### src/rtl/hbridge_pkg.sv
// Shared definitions for the H-bridge drive controller.
// Holds the controller state encoding, the IN1..IN4 pin patterns for each
// drive direction and the switch-to-direction decode used by the top level.
package hbridge_pkg;

    typedef enum logic [1:0] {
        IDLE  = 2'd0,
        DEAD  = 2'd1,
        RUN   = 2'd2,
        FAULT = 2'd3
    } state_e;

    localparam logic [3:0] DIR_FWD   = 4'b0110;
    localparam logic [3:0] DIR_RIGHT = 4'b0101;
    localparam logic [3:0] DIR_LEFT  = 4'b1010;
    localparam logic [3:0] DIR_REV   = 4'b1001;
    localparam logic [3:0] DIR_OFF   = 4'b0000;

    // sel is switch bits [3:1]: sel[0]=sw[1], sel[1]=sw[2], sel[2]=sw[3].
    // The checks are ordered, so the first matching pattern wins.
    function automatic logic [3:0] decodeDir(input logic [2:0] sel);
        logic [3:0] dir;
        if (sel == 3'b001) begin
            dir = DIR_FWD;
        end else if (sel[1] && !sel[2]) begin
            dir = DIR_RIGHT;
        end else if (sel[2]) begin
            dir = DIR_LEFT;
        end else begin
            dir = DIR_REV;
        end
        return dir;
    endfunction

endpackage

### src/rtl/hbridge_drive_ctrl_duty_ramp.sv
// Duty slew limiter for the H-bridge drive controller.
// A prescaler produces one step every RAMP_DIV enabled clocks. On each step
// the duty moves toward the target by RAMP_STEP. When the remaining gap is
// smaller than one step it lands exactly on the target, so it never
// overshoots or wraps.
// Ports:
//   clk_i     system clock
//   rst_ni    asynchronous active-low reset
//   enable_i  ramp is allowed to advance this clock
//   clear_i   force duty and prescaler to zero (wins over enable_i)
//   target_i  duty value to slew toward
//   duty_o    current registered duty
module duty_ramp #(
    parameter int DUTY_W    = 12,
    parameter int RAMP_DIV  = 1000,
    parameter int RAMP_STEP = 16
) (
    input  logic              clk_i,
    input  logic              rst_ni,
    input  logic              enable_i,
    input  logic              clear_i,
    input  logic [DUTY_W-1:0] target_i,
    output logic [DUTY_W-1:0] duty_o
);

    localparam int DIV_W = (RAMP_DIV > 1) ? $clog2(RAMP_DIV) : 1;
    localparam logic [DIV_W-1:0]  DIV_LAST = DIV_W'(RAMP_DIV - 1);
    localparam logic [DUTY_W-1:0] STEP     = DUTY_W'(RAMP_STEP);

    logic [DIV_W-1:0]  div_q, div_d;
    logic [DUTY_W-1:0] duty_q, duty_d;
    logic [DUTY_W-1:0] gap;

    // Prescaler and saturating step toward the target. The gap is computed
    // in the direction of travel, so it never goes negative.
    always_comb begin
        div_d  = div_q;
        duty_d = duty_q;
        gap    = '0;
        if (clear_i) begin
            div_d  = '0;
            duty_d = '0;
        end else if (enable_i) begin
            if (div_q == DIV_LAST) begin
                div_d = '0;
                if (duty_q < target_i) begin
                    gap    = target_i - duty_q;
                    duty_d = (gap < STEP) ? target_i : duty_q + STEP;
                end else if (duty_q > target_i) begin
                    gap    = duty_q - target_i;
                    duty_d = (gap < STEP) ? target_i : duty_q - STEP;
                end
            end else begin
                div_d = div_q + 1'b1;
            end
        end
    end

    // Ramp state registers.
    always_ff @(posedge clk_i or negedge rst_ni) begin
        if (!rst_ni) begin
            div_q  <= '0;
            duty_q <= '0;
        end else begin
            div_q  <= div_d;
            duty_q <= duty_d;
        end
    end

    assign duty_o = duty_q;

endmodule

### src/rtl/hbridge_drive_ctrl.sv
// H-bridge drive controller.
// Synchronises the switch bank and the overcurrent flags, then runs an
// IDLE/DEAD/RUN/FAULT state machine. Every drive direction is entered through
// a dead-time interval with all bridge inputs low. The duty output slews
// toward the switch magnitude. Any overcurrent flag latches a fault that is
// only released after the flags have stayed clear for a hold time.
// Ports:
//   clk_i     system clock
//   rst_ni    asynchronous active-low reset
//   sw_i      switches: [0] run, [3:1] direction, [7:4] duty magnitude
//   oc_i      per-channel overcurrent flags, active high, asynchronous
//   pulse_i   PWM waveform from the pwm generator
//   in_out_o  H-bridge IN1..IN4, registered
//   en_o      per-channel bridge enables (pulse gated by RUN)
//   duty_o    ramped duty, registered
//   fault_o   latched overcurrent fault, registered
module hbridge_drive_ctrl
    import hbridge_pkg::*;
#(
    parameter int CH           = 2,
    parameter int DUTY_W       = 12,
    parameter int DEADTIME_CYC = 50,
    parameter int RAMP_DIV     = 1000,
    parameter int RAMP_STEP    = 16,
    parameter int OC_HOLD_CYC  = 500000
) (
    input  logic              clk_i,
    input  logic              rst_ni,
    input  logic [7:0]        sw_i,
    input  logic [CH-1:0]     oc_i,
    input  logic              pulse_i,
    output logic [3:0]        in_out_o,
    output logic [CH-1:0]     en_o,
    output logic [DUTY_W-1:0] duty_o,
    output logic              fault_o
);

    localparam int DEAD_W = $clog2(DEADTIME_CYC + 1);
    localparam int HOLD_W = $clog2(OC_HOLD_CYC + 1);
    localparam logic [DEAD_W-1:0] DEAD_LOAD = DEAD_W'(DEADTIME_CYC - 1);
    localparam logic [HOLD_W-1:0] HOLD_LOAD = HOLD_W'(OC_HOLD_CYC - 1);

    logic [7:0]        sw_meta_q, sw_s_q;
    logic [CH-1:0]     oc_meta_q, oc_s_q;

    state_e            state_q, state_d;
    logic [DEAD_W-1:0] dead_cnt_q, dead_cnt_d;
    logic [HOLD_W-1:0] hold_cnt_q, hold_cnt_d;
    logic [3:0]        in_out_q, in_out_d;
    logic              fault_q, fault_d;

    logic              run_req;
    logic              oc_any;
    logic [3:0]        dir_req;
    logic [DUTY_W-1:0] duty_tgt;

    // Two-flop synchronisers for the switch bank and the overcurrent flags.
    always_ff @(posedge clk_i or negedge rst_ni) begin
        if (!rst_ni) begin
            sw_meta_q <= '0;
            sw_s_q    <= '0;
            oc_meta_q <= '0;
            oc_s_q    <= '0;
        end else begin
            sw_meta_q <= sw_i;
            sw_s_q    <= sw_meta_q;
            oc_meta_q <= oc_i;
            oc_s_q    <= oc_meta_q;
        end
    end

    assign run_req  = sw_s_q[0];
    assign oc_any   = |oc_s_q;
    assign dir_req  = decodeDir(sw_s_q[3:1]);
    assign duty_tgt = {sw_s_q[7:4], {(DUTY_W-4){1'b0}}};

    // Next-state logic. Overcurrent always has priority, then run disable,
    // then direction change. Every path into RUN goes through DEAD, so
    // the bridge always sees the full dead-time with all inputs low.
    always_comb begin
        state_d    = state_q;
        dead_cnt_d = dead_cnt_q;
        hold_cnt_d = hold_cnt_q;
        in_out_d   = in_out_q;
        fault_d    = fault_q;
        unique case (state_q)
            IDLE: begin
                in_out_d = DIR_OFF;
                if (run_req && !oc_any) begin
                    state_d    = DEAD;
                    dead_cnt_d = DEAD_LOAD;
                end
            end
            DEAD: begin
                in_out_d = DIR_OFF;
                if (oc_any) begin
                    state_d    = FAULT;
                    fault_d    = 1'b1;
                    hold_cnt_d = HOLD_LOAD;
                end else if (!run_req) begin
                    state_d = IDLE;
                end else if (dead_cnt_q == '0) begin
                    state_d  = RUN;
                    in_out_d = dir_req;
                end else begin
                    dead_cnt_d = dead_cnt_q - 1'b1;
                end
            end
            RUN: begin
                if (oc_any) begin
                    state_d    = FAULT;
                    fault_d    = 1'b1;
                    hold_cnt_d = HOLD_LOAD;
                    in_out_d   = DIR_OFF;
                end else if (!run_req) begin
                    state_d  = IDLE;
                    in_out_d = DIR_OFF;
                end else if (dir_req != in_out_q) begin
                    state_d    = DEAD;
                    dead_cnt_d = DEAD_LOAD;
                    in_out_d   = DIR_OFF;
                end
            end
            FAULT: begin
                in_out_d = DIR_OFF;
                fault_d  = 1'b1;
                if (oc_any) begin
                    hold_cnt_d = HOLD_LOAD;
                end else if (hold_cnt_q == '0) begin
                    state_d = IDLE;
                    fault_d = 1'b0;
                end else begin
                    hold_cnt_d = hold_cnt_q - 1'b1;
                end
            end
            default: begin
                state_d  = IDLE;
                in_out_d = DIR_OFF;
                fault_d  = 1'b0;
            end
        endcase
    end

    // Controller state registers.
    always_ff @(posedge clk_i or negedge rst_ni) begin
        if (!rst_ni) begin
            state_q    <= IDLE;
            dead_cnt_q <= '0;
            hold_cnt_q <= '0;
            in_out_q   <= DIR_OFF;
            fault_q    <= 1'b0;
        end else begin
            state_q    <= state_d;
            dead_cnt_q <= dead_cnt_d;
            hold_cnt_q <= hold_cnt_d;
            in_out_q   <= in_out_d;
            fault_q    <= fault_d;
        end
    end

    // Clearing on the next state zeroes duty on the same edge that
    // leaves RUN, rather than one clock later.
    duty_ramp #(
        .DUTY_W    (DUTY_W),
        .RAMP_DIV  (RAMP_DIV),
        .RAMP_STEP (RAMP_STEP)
    ) u_duty_ramp (
        .clk_i    (clk_i),
        .rst_ni   (rst_ni),
        .enable_i (state_q == RUN),
        .clear_i  (state_d != RUN),
        .target_i (duty_tgt),
        .duty_o   (duty_o)
    );

    assign in_out_o = in_out_q;
    assign fault_o  = fault_q;
    assign en_o     = (state_q == RUN) ? {CH{pulse_i}} : '0;

endmodule

### config.mk
export PLATFORM = sky130hd
export DESIGN_NAME = hbridge_drive_ctrl
export DESIGN_NICKNAME = d
export VERILOG_FILES = /design/src/rtl/hbridge_pkg.sv /design/src/rtl/hbridge_drive_ctrl_duty_ramp.sv /design/src/rtl/hbridge_drive_ctrl.sv
export SDC_FILE = /design/constraint.sdc
export NUM_CORES = 1
export LEC_CHECK = 0
export CAP_MARGIN = 5
export CORE_MARGIN = 2
export CORE_UTILIZATION = 60
export CTS_BUF_LIST = sky130_fd_sc_hd__clkbuf_8
export DETAILED_ROUTE_END_ITERATION = 6
export HOLD_SLACK_MARGIN = 0.06
export PLACE_DENSITY = 0.78
export SLEW_MARGIN = 40
export SYNTH_ARGS = -nofsm -noshare
export SYNTH_HDL_FRONTEND = slang
export SYNTH_SLANG_ARGS = --single-unit
export TNS_END_PERCENT = 30
### constraint.sdc
create_clock -name clk_i -period 3.3 [get_ports clk_i]
set_input_delay 0.66 -clock clk_i [delete_from_list [all_inputs] [get_ports clk_i]]
set_output_delay 0.66 -clock clk_i [all_outputs]
set_load 0.02 [all_outputs]
==> key figures, run 1 <==
Yosys
  • Main combinational cell family by area after synthesis: simple AND/OR/NAND/NOR gates
  • Post-synth top cells: dfrtp_1, nor2_1, nand2_1, o21ai_0, nor3_1
  • Top cell type's share of synthesized area: 0.4294
  • Synth area leaders: dfrtp_1, ha_1, nor2_1
  • Yosys cell types: 64
  • Average cell area after synthesis: 9.146 µm²
  • Post-synthesis cell count: roughly 450
  • Main synth FF type: dfrtp_1
  • Xor/xnor share of the synthesized area: 0.03865
  • Syn Std Cell Area: around 4000 µm²
  • Synth Area in Adders: 0.06012
  • Post-synthesis mux area share: 0.01043
  • Yosys top cell by area: dfrtp_1
  • Register bit total from synthesis: 70
  • Post-synth EDFFs: 0
  • Register area share after synthesis: 0.4294
  • Top-count cell post-synth: dfrtp_1
  • Compound-Gate Fraction of Synth Area: 0.1604
  • Ys Warns: 0
  • Simple-gate share of the synthesized area: 0.2528
  • Async S/R FF share, synth: 1.000

Layout
  • Fillers: between 500 and 600
  • Fin area: about 4600 µm²
  • Area of the multi-input gates: around 2100 µm²
  • N_diodes: 0
  • Sequential cell area: 1752 µm²
  • Final core utilization: 0.6904
  • Area Overhead vs Synth: 13.10%
  • Fin cells: ~560
  • Layout cells sized above 1: 0.07531
  • Nets: a little over 500

Timing
  • Crit share post-route: 0.9015
  • Fin. max-slew vios: 0
  • Fin crit period: 2975 ps
  • Relative slew margins: 0.4891
  • Final hold violation count: 0
  • Unrepaired setup endpoints after global routing: false
  • Final Setup Violations: 0
  • Final setup TNS: 0 ps
  • Clock Skews: 10.06 ps
  • Max Freq: 336.2 MHz
  • Worst-Margin Slew: about 770 ps

Die
  • Total die area: about 7500 µm²
  • Num rows: 30
  • Die Y: just under 90 µm
  • Starting Density: 0.6105
  • Placeable Area: ~6700 µm²
  • Num ports: 32
  • Die width: 86.45 µm

Clock network
  • Clock slew at reported path FFs: approximately 70 ps
  • Worst skew pair latency: 350 ps
  • H-Tree Depth: 3
  • Hold-fix buffers, CTS: 0
  • Num Clock Sinks: 70
  • CTS Buf Count: 9
  • Post-CTS setup buffer count: 0
  • # resized after CTS: 0
  • Clock tree from TritonCTS: done
  • Clock Path Buffers: 2
  • CTS Root Cell: clkbuf_8

Power
  • Comb power frac: 0.231
  • Switching pwr: roughly 0.7 mW
  • P_leak: around 1.8 nW
  • Total power: about 2.2 mW
  • Internal power: approximately 1.5 mW
  • Clock share of power: 0.319
  • Seq pwr share: 0.450
  • Power density over cell area: between 400 and 500 nW/µm²
  • Max IR drop VDD: about 320 µV
  • Sw Ratio: 0.3208

Place
  • Placed cells: about 540
  • Post-DP Area: 4384 µm²
  • Gp weighted congestion: 0.9358
  • Port Buffers: 27
  • HPWL Detailed: just over 6 mm

Setup path
  • Crit path top cell by count: a21oi_1
  • Max incr delay on CP: roughly 560 ps
  • Crit-path slowest cell: a21oi_1
  • Crit end category: flip-flop
  • Crit path max fanout: 12
  • CP required: roughly 3500 ps
  • Kind of critical path: reg -> reg
  • Cells along the critical path: inv_1 > ha_1 > fa_1 > nand2b_1 > a21oi_1 > a211o_1 > a21oi_1 > a21oi_1 > nor4_2
  • Setup crit start kind: flip-flop
  • WP data arrival: roughly 3200 ps

Routing
  • Final antenna-violating net count: 0
  • Final WL: a little under 9 mm
  • 1st-iter DRT viols: roughly 160
  • Via-per-instance ratio: roughly 6.2
  • First-pass iteration count of the detailed router: 6
  • DR WL/cell: ~16 µm
  • Residual DRC: 0
  • Total number of vias: about 3500

Global route
  • Pin count of the biggest net entering global routing: 42
  • First-pass GRT wire length: between 10 and 15 mm
  • Vias in the first global route: 3180
  • Initial antenna violation count: 0
  • Gr ovfl total: 0
  • Total GRT Usage: 0.2475

Run
  • Max_cap viols: 0

Min path
  • Hold WC Path Type: in -> async

Run status
  • Status: finished, final reports clean
kinds of logic after synthesis:
group | Yosys count
xor gates and xnor gates | 18
and+or+nand+nor | 197
adders and majority gates | 19
buffers and inverters | 39
DFF | 70
other | 1
AOI/OAI and AO/OA | 98
muxes | 4
metrics by stage:
stage          hold slack [ps]  worst slack [ps]
3_3_place_gp             331.3             563.5
2_1_floorplan            331.2             591.4
3_5_place_dp             334.7             412.0
6_report                 250.3             325.1
4_1_cts                  350.1             369.2
5_1_grt                  250.2             176.1
flip-flops by register name (all words and copies together) (netlist names):
name	count
hold_cnt_q	19
u_duty_ramp.div_q	10
sw_meta_q	8
sw_s_q	8
u_duty_ramp.duty_o	8
dead_cnt_q	6
in_out_o	4
oc_meta_q	2
oc_s_q	2
state_q	2
fault_o	1
placed cells by master (no fill, tap or decap), types with 6 or more instances in the layout:
master / n
o211ai_1: 10
nand2_1: 38
and3_1: 6
nor2_1: 49
nor4_1: 7
inv_1: 21
clkbuf_8: 11
dfrtp_1: 70
nand4_1: 9
xnor2_1: 11
or3_1: 8
clkdlybuf4s50_1: 26
nand3_1: 13
nand2b_1: 9
ha_1: 18
nor3_1: 24
xor2_1: 7
a21oi_1: 23
o21ai_0: 27
path summary, 6_finish.rpt:
check,slack (ps),to,startpoint,depth (start not counted)
max,330,u_duty_ramp.duty_o[10],u_duty_ramp.duty_o[8],9
min,250,u_duty_ramp.duty_o[6],rst_ni,1
max reg2reg,330,u_duty_ramp.duty_o[10],u_duty_ramp.duty_o[8],9
min reg2reg,350,sw_s_q[3],sw_meta_q[3],0
max in group asynchronous,2500,oc_s_q[1],rst_ni,2
min in group clk_i,350,sw_s_q[3],sw_meta_q[3],0
power by group through the flow:
| stage | registers, mW | clock network [mW] | logic [mW] |
|---|---|---|---|
| 2_1_floorplan | 0.994 | 0 | 0.396 |
| 3_3_place_gp | 1.00 | 0 | 0.487 |
| 3_5_place_dp | 1.01 | 0 | 0.505 |
| 4_1_cts | 0.989 | 0.715 | 0.507 |
| 5_1_grt | 0.998 | 0.760 | 0.575 |
| 6_report | 0.990 | 0.702 | 0.509 |
metal layers:
| metal | vias to the layer above | routed length, µm | global-route usage |
|---|---|---|---|
| met5 | - | 0 | 0 |
| met4 | 0 | 226 | 0.1250 |
| met3 | 25 | 402 | 0.03619 |
| met2 | 108 | 4223 | 0.4000 |
| met1 | 1676 | 3904 | 0.3264 |
| li1 | 1655 | - | - |
cell type report:
type,instances,share of cell area
sequential,70,0.3797
inverter,19,0.01546
clock buffer,11,0.03282
timing repair buffer,33,0.07432
clock inverter,5,0.01085
multi-input combinational,340,0.4651
tap,80,0.02170
critical path, delay by kind of cell (launching register included):
kind | cells | cell delay (ps)
DFF | 1 | 480
AOI/OAI and AO/OA | 4 | 1340
adders and majority gates | 2 | 620
and+or+nand+nor | 2 | 280
buffers and inverters | 1 | 120
(Power assumes the default switching activity.)
==> run 2: changes to the inputs <==
--- a/config.mk
+++ b/config.mk
@@ -7,11 +7,12 @@
 export LEC_CHECK = 0
 export CAP_MARGIN = 5
 export CORE_MARGIN = 2
-export CORE_UTILIZATION = 60
+export CORE_UTILIZATION = 65
 export CTS_BUF_LIST = sky130_fd_sc_hd__clkbuf_8
 export DETAILED_ROUTE_END_ITERATION = 6
+export DONT_BUFFER_PORTS = 1
 export HOLD_SLACK_MARGIN = 0.06
-export PLACE_DENSITY = 0.78
+export PLACE_DENSITY = 0.77
 export SLEW_MARGIN = 40
 export SYNTH_ARGS = -nofsm -noshare
 export SYNTH_HDL_FRONTEND = slang
==> key figures, run 2 (synthesis results as in run 1) <==
Setup path
  • Setup crit start kind: flip-flop
  • CP required: 3520 ps (about the same)
  • Crit end category: flip-flop
  • CP top delay family: simple AND/OR/NAND/NOR gates
  • Cells along the critical path: or4_4 > or4b_4 > o31ai_4 > buf_4 > nor4_1 > xnor2_1 > nand2_1
  • Kind of critical path: reg -> reg
  • Crit-path slowest cell: or4_4
  • Worst Path Buf+Inv: 1 (unchanged)
  • WP data arrival: 2940 ps (-250 ps)
  • Crit path max fanout: 12 (unchanged)
  • Max incr delay on CP: 560 ps (about the same)

Timing
  • Max Freq: 367.4 MHz (+9.3%)
  • Unrepaired setup endpoints after global routing: false
  • Fin crit period: 2722 ps (-253.1 ps)
  • Fin. max-slew vios: 0 (unchanged)
  • Clock Skews: 13.03 ps (+2.962 ps)
  • Worst-Margin Slew: 782.7 ps (+16.44 ps)
  • Final Setup Violations: 0 (unchanged)
  • Final setup TNS: 0 ps (unchanged)
  • Final WS setup: 578.2 ps (+253.1 ps)
  • Crit share post-route: 0.8248 (-0.07669)
  • Final hold violation count: 0 (unchanged)
  • Relative slew margins: 0.4759 (-0.01325)

Layout
  • Final core utilization: 0.7274 (+0.03700)
  • Commonest cells after routing, fill and taps aside: dfrtp_1, nor2_1, nand2_1
  • Top reg by flops: hold_cnt_q
  • Commonest non-fill, non-tap cell in the layout: dfrtp_1
  • Max reg flops: 19 (unchanged)
  • Area Overhead vs Synth: 6.841%
  • Area of the multi-input gates: 2146 µm² (unchanged)
  • Top Registers: hold_cnt_q: 19 flops, u_duty_ramp.div_q: 10 flops
  • Fin area: 4358 µm² (-5.5%)
  • Layout cells sized above 1: 0.08168 (+0.006364)
  • N_diodes: 0 (unchanged)
  • Fin cells: 528 (-5.4%)
  • Fillers: 451 (-15%)
  • Nets: 480 (-5.0%)
  • Sequential cell area: 1752 µm² (unchanged)

Die
  • Num rows: 28 (-6.7%)
  • Die width: 83.22 µm (-3.7%)
  • Starting Density: 0.6809 (+0.07038)
  • Die Y: 83.22 µm (-3.7%)
  • Num ports: 32 (unchanged)
  • Total die area: 6925 µm² (-7.3%)
  • Placeable Area: 5991 µm² (-10%)

Clock network
  • Worst skew pair latency: 340 ps (about the same)
  • Num Clock Sinks: 70 (unchanged)
  • # resized after CTS: 0 (unchanged)
  • CTS Root Cell: clkbuf_8
  • Clock tree from TritonCTS: done
  • H-Tree Depth: 3 (unchanged)
  • Clock Path Buffers: 2 (unchanged)
  • CTS Buf Count: 9 (unchanged)
  • Clock slew at reported path FFs: 80 ps (about the same)

Routing
  • First-pass iteration count of the detailed router: 5 (-1)
  • 1st-iter DRT viols: 159 (+1.9%)
  • Residual DRC: 0 (unchanged)
  • Final WL: 8.537 mm (-2.5%)
  • DR WL/cell: 16.17 µm (+3.0%)
  • Via-per-instance ratio: 6.248 (+0.65%)
  • Final antenna-violating net count: 0 (unchanged)
  • Total number of vias: 3299 (-4.8%)

Global route
  • Met3 Use GR: 0.06064 (+0.02445)
  • Pin count of the biggest net entering global routing: 71 (+69%)
  • First-pass GRT wire length: 14.52 mm (-0.89%)
  • Gr ovfl total: 0 (unchanged)
  • Global Route met1 Usage: 0.3366 (+0.01021)
  • Vias in the first global route: 3210 (+0.94%)
  • Grt peak-use layer: met2
  • Initial antenna violation count: 0 (unchanged)
  • Total GRT Usage: 0.2565 (+0.008989)
  • Grt met2 use: 0.4179 (+0.01789)

Place
  • Placed cells: 511 (-5.5%)
  • Gp weighted congestion: 0.8808 (-5.9%)
  • Post-DP Area: 4115 µm² (-6.1%)
  • Port Buffers: 0 (-100%)
  • Pre-CTS WS: 611.1 ps (+199.1 ps)
  • HPWL Detailed: 5.837 mm (-5.5%)

Power
  • Max IR drop VDD: 454.6 µV (+41%)
  • Sw Ratio: 0.3144 (-0.006367)
  • Internal power: 1.522 mW (+1.8%)
  • Clock share of power: 0.338 (+0.019)
  • P_leak: 1.715 nW (-4.5%)
  • Comb power frac: 0.212 (-0.019)
  • Power density over cell area: 509.6 nW/µm² (+6.8%)
  • Switching pwr: 0.6982 mW (-1.1%)
  • Seq pwr share: 0.450 (about the same)

Run status
  • Status: finished, final reports clean

Min path
  • Hold WC Path Type: in -> async

Run
  • Max_cap viols: 0 (unchanged)
-- run 2: cell types whose count changed in the layout (fill, tap and decap cells not counted) --
cell,previous run,this run
clkdlybuf4s50_1,26,0
clkinv_2,1,2
bufinv_16,1,2
buf_2,1,0
buf_12,1,0
buf_4,4,7
clkinvlp_4,1,0
clkbuf_8,11,10
-- run 2: final cells by class --
cell class | count | area share
clock buffer | 10 | 0.03158
clock inverter | 6 | 0.01780
inverter | 19 | 0.01637
multi-input combinational | 340 | 0.4924
sequential | 70 | 0.4020
tap | 75 | 0.02153
timing repair buffer | 8 | 0.01837
-- run 2: worst paths after layout --
kind                               start              to  slack (ps)  depth (start not counted)
hold reg to reg             sw_meta_q[0]       sw_s_q[0]         350                          0
min in group clk_i               sw_i[5]    sw_meta_q[5]         340                          0
setup reg to reg           hold_cnt_q[9]  hold_cnt_q[17]         580                          7
hold / removal                    rst_ni       sw_s_q[5]         190                          1
max in group asynchronous         rst_ni   hold_cnt_q[6]        2820                          1
setup / recovery           hold_cnt_q[9]  hold_cnt_q[17]         580                          7
-- run 2: power by group through the flow --
stage               clock [mW]  sequential, mW  combinational, mW
floorplan                    0           0.994              0.396
global placement             0            1.01              0.434
detailed placement           0            1.01              0.450
CTS                      0.772           0.998              0.471
global route             0.807            1.01              0.536
finish                   0.751           0.999              0.471
-- run 2: metrics by stage --
stage	hold WS, ps	total power [mW]
after floorplan	331.2	1.390
after global placement	332.2	1.444
after detailed placement	336.3	1.461
after CTS	193.8	2.241
after global routing	197.1	2.351
final	192.0	2.221
-- run 2: metal layers --
layer  wire [µm]  up-vias
li1            -     1606
met1        3860     1581
met2        4166      100
met3         414       12
met4          96        0
met5           0        -
-- run 2: repair_timing --
action,CTS,global route
hold buffers,1,0
endpoints found under the hold margin,70,0
buffers inserted,0,0
==> run 3: changes to the inputs <==
==> constraint.sdc (replaced) <==
create_clock -name clk_i -period 2.6 [get_ports clk_i]
set_input_delay 0.52 -clock clk_i [delete_from_list [all_inputs] [get_ports clk_i]]
set_output_delay 0.52 -clock clk_i [all_outputs]
set_load 0.02 [all_outputs]
==> key figures, run 3 (synthesis results as in run 1) <==
Run status
  • Status: finished, final reports clean

Global route
  • Total GRT Usage: 0.2659 (+0.009360)
  • Initial antenna violation count: 0 (unchanged)
  • Gr ovfl total: 0 (unchanged)
  • Vias in the first global route: 3300 (+2.8%)
  • Pin count of the biggest net entering global routing: 71 (unchanged)
  • First-pass GRT wire length: 15.04 mm (+3.6%)

Clock network
  • CTS Root Cell: clkbuf_8
  • CTS Buf Count: 9 (unchanged)
  • Clock tree from TritonCTS: done
  • Clock Path Buffers: 2 (unchanged)
  • H-Tree Depth: 3 (unchanged)
  • Num Clock Sinks: 70 (unchanged)
  • Clock slew at reported path FFs: 70 ps (about the same)
  • Worst skew pair latency: 350 ps (about the same)

Place
  • Gp weighted congestion: 0.9376 (+6.4%)
  • Port Buffers: 0 (unchanged)
  • HPWL Detailed: 5.790 mm (-0.80%)
  • Pre-CTS WS: 56.66 ps (-554.4 ps)
  • Placed cells: 517 (+1.2%)

Layout
  • Commonest non-fill, non-tap cell in the layout: dfrtp_1
  • Fillers: 443 (-1.8%)
  • Max reg flops: 19 (unchanged)
  • Sequential cell area: 1752 µm² (unchanged)
  • Top reg by flops: hold_cnt_q
  • Fin cells: 538 (+1.9%)
  • Commonest cells after routing, fill and taps aside: dfrtp_1, nor2_1, nand2_1
  • Area of the multi-input gates: 2167 µm² (+0.99%)
  • Layout cells sized above 1: 0.1145 (+0.03279)
  • Final core utilization: 0.7408 (+0.01337)
  • Nets: 491 (+2.3%)
  • Top Registers: hold_cnt_q: 19 flops, u_duty_ramp.div_q: 10 flops
  • N_diodes: 0 (unchanged)
  • Area Overhead vs Synth: 8.804%

Timing
  • Crit share post-route: 0.9601 (+0.1353)
  • Final Setup Violations: 0 (unchanged)
  • Fin crit period: 2496 ps (-225.5 ps)
  • Unrepaired setup endpoints after global routing: true
  • Final WS setup: 103.7 ps (-474.5 ps)
  • Final hold violation count: 0 (unchanged)
  • Max Freq: 400.6 MHz (+9.0%)
  • Fin. max-slew vios: 0 (unchanged)
  • Worst-Margin Slew: 656.3 ps (-126.4 ps)
  • Hold slack: 193.2 ps (+1.239 ps)
  • Clock Skews: 9.250 ps (-3.776 ps)
  • Relative slew margins: 0.5584 (+0.08253)

Setup path
  • Crit path max fanout: 11 (-1)
  • Worst-case reg-to-reg path depth: 9 (+2)
  • WP data arrival: 2720 ps (-220 ps)
  • Worst R2R Setup Slack: 100 ps (-470 ps)
  • Setup crit start kind: flip-flop
  • RR Startpoint: u_duty_ramp.duty_o[8]
  • Critical R2R Capture: u_duty_ramp.duty_o[6]
  • Crit end category: flip-flop
  • Kind of critical path: reg -> reg
  • CP required: 2820 ps (-700 ps)

Die
  • Num ports: 32 (unchanged)
  • Die width: 83.22 µm (unchanged)
  • Num rows: 28 (unchanged)
  • Die Y: 83.22 µm (unchanged)
  • Placeable Area: 5991 µm² (unchanged)
  • Total die area: 6925 µm² (unchanged)
  • Starting Density: 0.6809 (unchanged)

Power
  • P_leak: 1.748 nW (+2.0%)
  • Max IR drop VDD: 535.3 µV (+18%)
  • Total power: 2.753 mW (+24%)
  • Power density over cell area: 620.4 nW/µm² (+22%)

Routing
  • Via-per-instance ratio: 6.229 (-0.31%)
  • First-pass iteration count of the detailed router: 4 (-1)
  • Total number of vias: 3351 (+1.6%)
  • 1st-iter DRT viols: 168 (+5.7%)
  • Residual DRC: 0 (unchanged)
  • Final antenna-violating net count: 0 (unchanged)
  • DR WL/cell: 15.51 µm (-4.1%)
  • Final WL: 8.343 mm (-2.3%)

Run
  • Max_cap viols: 0 (unchanged)

Min path
  • Hold WC Path Type: in -> reg
  • Hold Crit Depth: 0
  • Min-delay src: sw_i[1]
  • Hold EP: sw_meta_q[1]
==> run 3: layer usage <==
metal  part of all wire  GRT usage  vias to the layer above
met1               0.45     0.3423                     1621
met5                  0          0                        -
met3              0.053    0.07853                       15
li1                   -          -                     1626
met4              0.018    0.09836                        0
met2               0.48     0.4267                       89
==> run 3: final cells by class <==
type                            instances  area share
Multi-Input combinational cell        340      0.4883
Sequential cell                        70      0.3947
Timing Repair Buffer                   19     0.03721
Clock buffer                           10     0.03101
Tap cell                               75     0.02114
Inverter                               19     0.01607
Clock inverter                          5     0.01156
==> run 3: what timing repair did <==
item                                    in CTS  in global routing
endpoints found under the setup margin       0                  9
hold buffers                                 2                  0
gates resized for setup                      0                  7
buffers inserted                             0                  4
endpoints found under the hold margin       70                  0
==> run 3: how the worst max path moves through the flow <==
stage                           from                endpoint  cells past startpoint  slack, ps
6_report       u_duty_ramp.duty_o[8]   u_duty_ramp.duty_o[6]                      9        100
5_1_grt        u_duty_ramp.duty_o[8]   u_duty_ramp.duty_o[6]                      9        -20
4_1_cts                hold_cnt_q[9]  u_duty_ramp.duty_o[10]                      6         40
3_5_place_dp           hold_cnt_q[9]  u_duty_ramp.duty_o[10]                      6         60
3_3_place_gp           hold_cnt_q[9]  u_duty_ramp.duty_o[10]                      6        140
2_1_floorplan  u_duty_ramp.duty_o[9]  u_duty_ramp.duty_o[10]                      9          9
==> run 3: where the power goes <==
part / switching [mW] / internal (mW) / leakage [nW] / total [mW]
logic: 0.402 / 0.231 / 0.792 / 0.633
registers: 0.0942 / 1.17 / 0.857 / 1.27
clock network: 0.397 / 0.457 / 0.0993 / 0.854
total: 0.893 / 1.86 / 1.75 / 2.75
==> run 3: metrics by stage <==
step,TNS (ps),area [µm²]
2_1_floorplan,0,4095
3_3_place_gp,0,4164
3_5_place_dp,0,4164
4_1_cts,0,4390
5_1_grt,-45.40,4438
6_report,0,4438
==> run 3: critical path, stage by stage, from the launching register on <==
cell and delay (ps):
dfrtp_1 360, inv_1 80, ha_1 230, fa_1 390, nand2b_1 220, a21oi_2 310, buf_4 230, nor2_1 50
a2111oi_0 410, a211oi_1 90
